**src/rtl/pipelined_adder_if.sv**
```systemverilog
// Operand/result handshake bundle for pipelined_adder; master drives operands, slave is the adder.
// No storage: pure wiring, zero latency.
// Backpressure travels on in_ready (slave to master) and out_ready (master to slave).
interface pipelined_adder_if #(
    parameter int NUMBITS = 16
);
    logic               in_valid;
    logic               in_ready;
    logic [NUMBITS-1:0] A;
    logic [NUMBITS-1:0] B;
    logic               carryin;
    logic               sub;
    logic               out_valid;
    logic               out_ready;
    logic [NUMBITS-1:0] result;
    logic               carryout;
    logic               overflow;

    modport master (
        output in_valid, A, B, carryin, sub, out_ready,
        input  in_ready, out_valid, result, carryout, overflow
    );

    modport slave (
        input  in_valid, A, B, carryin, sub, out_ready,
        output in_ready, out_valid, result, carryout, overflow
    );
endinterface

```
**src/rtl/pipelined_adder.sv**
```systemverilog
// Pipelined add/subtract, carry chain cut into STAGES chunks; PIPELINED_ADDER_SAT_EN enables signed saturation.
// Latency STAGES register ranks from accept to registered result, one op per cycle.
// Whole pipeline freezes while out_valid && !out_ready; in_ready is the combinational inverse of that stall.
module pipelined_adder #(
    parameter int NUMBITS = 16,
    parameter int STAGES  = 4
) (
    input  logic             clk,
    input  logic             rst,
    pipelined_adder_if.slave io
);
    localparam int CHUNK = NUMBITS / STAGES;
    localparam int MSB   = NUMBITS - 1;

    logic [STAGES-1:0]              vld_q;
    logic [STAGES-1:0]              c_q;
    logic [STAGES-1:0][NUMBITS-1:0] a_q;
    logic [STAGES-1:0][NUMBITS-1:0] b_q;
    logic [STAGES-1:0][NUMBITS-1:0] s_q;
    logic                           ovf_q;

    logic [STAGES-1:0]              vld_in;
    logic [STAGES-1:0]              c_in;
    logic [STAGES-1:0]              c_d;
    logic [STAGES-1:0][NUMBITS-1:0] a_in;
    logic [STAGES-1:0][NUMBITS-1:0] b_in;
    logic [STAGES-1:0][NUMBITS-1:0] s_in;
    logic [STAGES-1:0][NUMBITS-1:0] s_d;
    logic [STAGES-1:0][NUMBITS-1:0] s_nxt;
    logic [STAGES-1:0][CHUNK:0]     part;
    logic [NUMBITS-1:0]             res_d;
    logic                           ovf_d;
    logic                           stall;
    logic                           unused_ops;

    assign stall       = vld_q[STAGES-1] & ~io.out_ready;
    assign io.in_ready = ~stall;

    // Subtraction is folded into the adder as A + ~B + 1 at the input boundary.
    always_comb begin
        vld_in    = '0;
        c_in      = '0;
        a_in      = '0;
        b_in      = '0;
        s_in      = '0;
        vld_in[0] = io.in_valid;
        a_in[0]   = io.A;
        b_in[0]   = io.sub ? ~io.B : io.B;
        c_in[0]   = io.sub | io.carryin;
        for (int k = 1; k < STAGES; k++) begin
            vld_in[k] = vld_q[k-1];
            a_in[k]   = a_q[k-1];
            b_in[k]   = b_q[k-1];
            s_in[k]   = s_q[k-1];
            c_in[k]   = c_q[k-1];
        end
    end

    always_comb begin
        part = '0;
        c_d  = '0;
        s_d  = s_in;
        for (int k = 0; k < STAGES; k++) begin
            part[k] = {1'b0, a_in[k][k*CHUNK +: CHUNK]}
                    + {1'b0, b_in[k][k*CHUNK +: CHUNK]}
                    + {{CHUNK{1'b0}}, c_in[k]};
            s_d[k][k*CHUNK +: CHUNK] = part[k][CHUNK-1:0];
            c_d[k] = part[k][CHUNK];
        end
    end

    // Carry into the MSB is recovered as a^b^sum at that bit, so no extra carry tap is needed.
    always_comb begin
        ovf_d = c_d[STAGES-1] ^ a_in[STAGES-1][MSB] ^ b_in[STAGES-1][MSB] ^ s_d[STAGES-1][MSB];
        res_d = s_d[STAGES-1];
`ifdef PIPELINED_ADDER_SAT_EN
        if (ovf_d) begin
            res_d = a_in[STAGES-1][MSB] ? {1'b1, {MSB{1'b0}}} : {1'b0, {MSB{1'b1}}};
        end
`endif
        s_nxt             = s_d;
        s_nxt[STAGES-1]   = res_d;
    end

    always_ff @(posedge clk or posedge rst) begin
        if (rst) begin
            vld_q <= '0;
            c_q   <= '0;
            a_q   <= '0;
            b_q   <= '0;
            s_q   <= '0;
            ovf_q <= 1'b0;
        end else if (!stall) begin
            vld_q <= vld_in;
            c_q   <= c_d;
            a_q   <= a_in;
            b_q   <= b_in;
            s_q   <= s_nxt;
            ovf_q <= ovf_d;
        end
    end

    // Operand delay slots of the last rank have no consumer; synthesis trims them.
    assign unused_ops = ^{a_q[STAGES-1], b_q[STAGES-1]};

    assign io.out_valid = vld_q[STAGES-1];
    assign io.result    = s_q[STAGES-1];
    assign io.carryout  = c_q[STAGES-1];
    assign io.overflow  = ovf_q;
endmodule

```
**src/flat_wrapper.sv**
```systemverilog
// flat-port wrapper written by rule: the top's interface ports become plain ports
module pipelined_adder_flat 
#(
    parameter int NUMBITS = 16,
    parameter int STAGES  = 4
)
  (clk, rst, io_in_valid, io_A, io_B, io_carryin, io_sub, io_out_ready, io_in_ready, io_out_valid, io_result, io_carryout, io_overflow);
  pipelined_adder_if #(.NUMBITS(NUMBITS)) io_i ();
  input  logic clk;
  input  logic rst;
  input wire logic [$bits(io_i.in_valid)-1:0] io_in_valid;
  input wire logic [$bits(io_i.A)-1:0] io_A;
  input wire logic [$bits(io_i.B)-1:0] io_B;
  input wire logic [$bits(io_i.carryin)-1:0] io_carryin;
  input wire logic [$bits(io_i.sub)-1:0] io_sub;
  input wire logic [$bits(io_i.out_ready)-1:0] io_out_ready;
  output wire logic [$bits(io_i.in_ready)-1:0] io_in_ready;
  output wire logic [$bits(io_i.out_valid)-1:0] io_out_valid;
  output wire logic [$bits(io_i.result)-1:0] io_result;
  output wire logic [$bits(io_i.carryout)-1:0] io_carryout;
  output wire logic [$bits(io_i.overflow)-1:0] io_overflow;
  assign io_i.in_valid = io_in_valid;
  assign io_i.A = io_A;
  assign io_i.B = io_B;
  assign io_i.carryin = io_carryin;
  assign io_i.sub = io_sub;
  assign io_i.out_ready = io_out_ready;
  assign io_in_ready = io_i.in_ready;
  assign io_out_valid = io_i.out_valid;
  assign io_result = io_i.result;
  assign io_carryout = io_i.carryout;
  assign io_overflow = io_i.overflow;
  pipelined_adder #(.NUMBITS(NUMBITS), .STAGES(STAGES)) u_core (.clk(clk), .rst(rst), .io(io_i));
endmodule
```
**config.mk**
```make
export PLATFORM = sky130hd
export DESIGN_NAME = pipelined_adder_flat
export DESIGN_NICKNAME = d
export VERILOG_FILES = /design/src/rtl/pipelined_adder_if.sv /design/src/rtl/pipelined_adder.sv /design/src/flat_wrapper.sv
export SDC_FILE = /design/constraint.sdc
export NUM_CORES = 1
export LEC_CHECK = 0
export CORE_MARGIN = 2
export CORE_UTILIZATION = 50
export CTS_CLUSTER_DIAMETER = 80
export DETAILED_ROUTE_END_ITERATION = 12
export DONT_BUFFER_PORTS = 1
export REMOVE_ABC_BUFFERS = 1
export SYNTH_ARGS = -nofsm -noshare
export SYNTH_HDL_FRONTEND = slang
export SYNTH_SLANG_ARGS = --single-unit
```
**constraint.sdc**
```tcl
create_clock -name clk -period 4.35 [get_ports clk]
set_clock_uncertainty 0.1 [all_clocks]
set_input_delay 0.2175 -clock clk [delete_from_list [all_inputs] [get_ports clk]]
set_output_delay 0.2175 -clock clk [all_outputs]
set_load 0.03 [all_outputs]
```
==> flow_metrics.tcl <==
set metrics [dict create \
    rsz0062_at_grt "no" \
    design.die.area_um2 9250 \
    cts_tree "built" \
    drv_cap 0 \
    vias 2871 \
    period_share_pct 55.2 \
    cts-hold-fix-buffers 38 \
    slowest_delay_ns 0.69 \
    worstPathCellList "nor2b_4 > clkinv_2 > buf_4 > o21ai_0 > o21ai_0" \
    p_leak_nw 2.48 \
    r2r_cells 5 \
    regToRegSetupSlack_ns 1.95 \
    status "completed" \
    synth_area_leaders "dfrtp_1, nand2_1, fa_1" \
    end_kind "flop" \
    fin_ws_ns 1.95 \
    ys_top_cells_by_count "nand2_1, dfrtp_1, o21ai_0" \
    ys.flop_type "dfrtp_1" \
    required_ns 4.49 \
    yosys.cell_count.top_type "nand2_1" \
    cts_sinks 97 \
    r2r_start "u_core.vld_q[3]$_DFFE_PP0N_" \
    synth.ff_latch_count 97 \
    ir_drop_uv 377 \
    hold_end "u_core.s_d[17]$_DFFE_PP0N_" \
    cp_common_cell "o21ai_0" \
    maxSlewViolCount 0 \
    start_util_pct 51.7 \
    wl_per_cell_um 12.7 \
    ios 58 \
    setup_tns_ns 0 \
    die_x_um 96.2 \
    cts_root_buf "clkbuf_8" \
    clk_latency_ns 0.35 \
    drive_gt1_share_pct 4.51 \
    timing.fmax_mhz 417 \
    ys_warn_count 0 \
    critPathKind "reg -> reg" \
    grt_first_pass_wirelength_um 13000 \
    gp_congestion 0.755 \
    syn_inst 454 \
    min_from "io_A[1]" \
    hp-class "in -> reg" \
    grt_antenna_before_repair 0 \
    async_reset_ff_share_pct 100 \
    synth.distinct_cells 20 \
    yosysTopAreaCell "dfrtp_1" \
    layout.nets 541 \
    core_area_um2 8220 \
    vias_per_cell 4.84 \
    path_delay_family "buffers and inverters" \
    setup_violations 0 \
    drc_errors 0 \
    antenna_left 0 \
    min_path_cells 3 \
    post-dp-hpwl_um 4480 \
    syn_area_um2 4250 \
    grt_pass1_vias 2922 \
    area_growth_pct 15.4 \
    numPortBuffers 0 \
    clockBufferDepth 2 \
    cp_max_fo 60 \
    post_cts_resized 0 \
    clkTransAtPathRegs_ns 0.09 \
    dp_slack_ns 1.95 \
    fp.dieH_um 96.2 \
    hold_viol 0 \
    crit_slowest_cell "clkinv_2" \
    rows 33 \
    start_kind "flop" \
    drt_iter0_markers 158 \
    register_area_um2 2430 \
    grt_usage_pct 18.5 \
    fillers 735 \
    htree_levels 3 \
    tightest_slew_ns 0.986 \
    synth.avg_cell_area_um2 9.36 \
    finalCriticalPeriod_ns 2.40 \
    cp.arrival_ns 2.54 \
    multi_input_area_um2 1690 \
    drt-total-wl_um 7530 \
    first_pass_iters 4 \
    synth_seq_area_share_pct 57.1 \
    synth_top_cell_area_share_pct 57.1 \
    relSlewSlack_pct 34.2 \
    numCtsBuffers 9 \
    path_buf_inv 2 \
    grt_overflow 0 \
    r2r-end "u_core.res_d[10]$_DFFE_PP0N_" \
    grt_max_degree 105 \
    powerDensity_nw_per_um2 697 \
    num_antenna_cells 0 \
    postCtsSetupRepairBufs 0 \
    synth_edf_count 0 \
]
==> how the worst max path moves through the flow <==
stage	startpoint	endpoint	slack, ns	cells past startpoint
2_1_floorplan	u_core.vld_q[3]$_DFFE_PP0N_	u_core.a_in[41]$_DFFE_PP0N_	-1.86	3
3_3_place_gp	u_core.vld_q[3]$_DFFE_PP0N_	u_core.res_d[10]$_DFFE_PP0N_	1.98	5
3_5_place_dp	u_core.vld_q[3]$_DFFE_PP0N_	u_core.res_d[10]$_DFFE_PP0N_	1.95	5
4_1_cts	u_core.vld_q[3]$_DFFE_PP0N_	u_core.res_d[10]$_DFFE_PP0N_	1.93	5
5_1_grt	u_core.vld_q[3]$_DFFE_PP0N_	u_core.res_d[10]$_DFFE_PP0N_	1.77	5
6_report	u_core.vld_q[3]$_DFFE_PP0N_	u_core.res_d[10]$_DFFE_PP0N_	1.95	5
==> area by class of cell <==
cell class | count | share of cell area (%)
well taps | 105 | 2.68
flip-flops and latches | 97 | 49.5
repair buffers | 41 | 8.21
multi-input cells | 324 | 34.5
clock inverters | 2 | 0.714
clock buffers | 14 | 3.52
inverters | 10 | 0.842
==> report_power, final <==
part	internal, mW	switching (mW)
Combinational	0.496	0.603
Clock	0.313	0.294
Sequential	1.30	0.410
==> per-layer routing <==
metal	wire, µm	GRT usage [%]	part of all wire (%)	vias up
met3	293	5.09	3.9	8
met1	3550	23.2	47	1357
li1	-	-	-	1455
met4	91	7.14	1.2	0
met5	0	0	0	-
met2	3590	30.4	48	51
==> sequential cells by signal (all words and copies together), names as in the netlist <==
| register | count |
|---|---|
| u_core.s_d | 12 |
| u_core.b_in | 24 |
| u_core.io.overflow | 1 |
| u_core.io.result | 16 |
| u_core.res_d | 12 |
| u_core.vld_q | 4 |
| u_core.c_q | 4 |
| u_core.a_in | 24 |
==> cell usage in the layout (no fill, tap or decap) <==
cell type and count:
dlygate4sd3_1 38, fa_1 8, xnor2_1 16, inv_1 8, nor2b_1 1, a21o_1 7
a21oi_1 13, dfrtp_1 97, inv_4 1, o21ai_1 1, or2_2 1, bufinv_16 1
clkbuf_8 12, clkinv_2 2, a21oi_4 1, nor2b_4 1, ha_1 12, nand2_1 221
clkbuf_1 2, nor2_1 8, nand2b_1 1, xor2_1 8, buf_4 3, xnor3_1 1
o21ai_0 24
==> metrics by stage <==
stage | utilization (%) | cell area (µm²) | cells | total power, mW | hold slack [ns]
floorplan | - | 4150 | 431 | 2.57 | 0.230
global placement | 52.5 | 4320 | 539 | 2.76 | 0.230
detailed placement | 52.5 | 4320 | 539 | 2.82 | 0.235
CTS | 59.7 | 4900 | 593 | 3.47 | 0.0168
global route | 59.7 | 4900 | 593 | 3.72 | 0.0176
finish | 59.7 | 4900 | 593 | 3.42 | 0.0352
==> cell families after synthesis <==
| logic type | Yosys count | share of synthesized area (%) |
|---|---|---|
| compound gates | 46 | 6.09 |
| xor+xnor | 25 | 5.48 |
| fa+ha+maj | 20 | 7.30 |
| buf+inv | 33 | 3.21 |
| flops | 97 | 57.1 |
| simple gates | 233 | 20.8 |
==> worst register-to-register path: stages (launching register included) <==
cell and delay [ns]:
dfrtp_1 0.52, nor2b_4 0.22, clkinv_2 0.69, buf_4 0.55, o21ai_0 0.11, o21ai_0 0.09
Note: power is estimated with default switching activity, not from simulation.
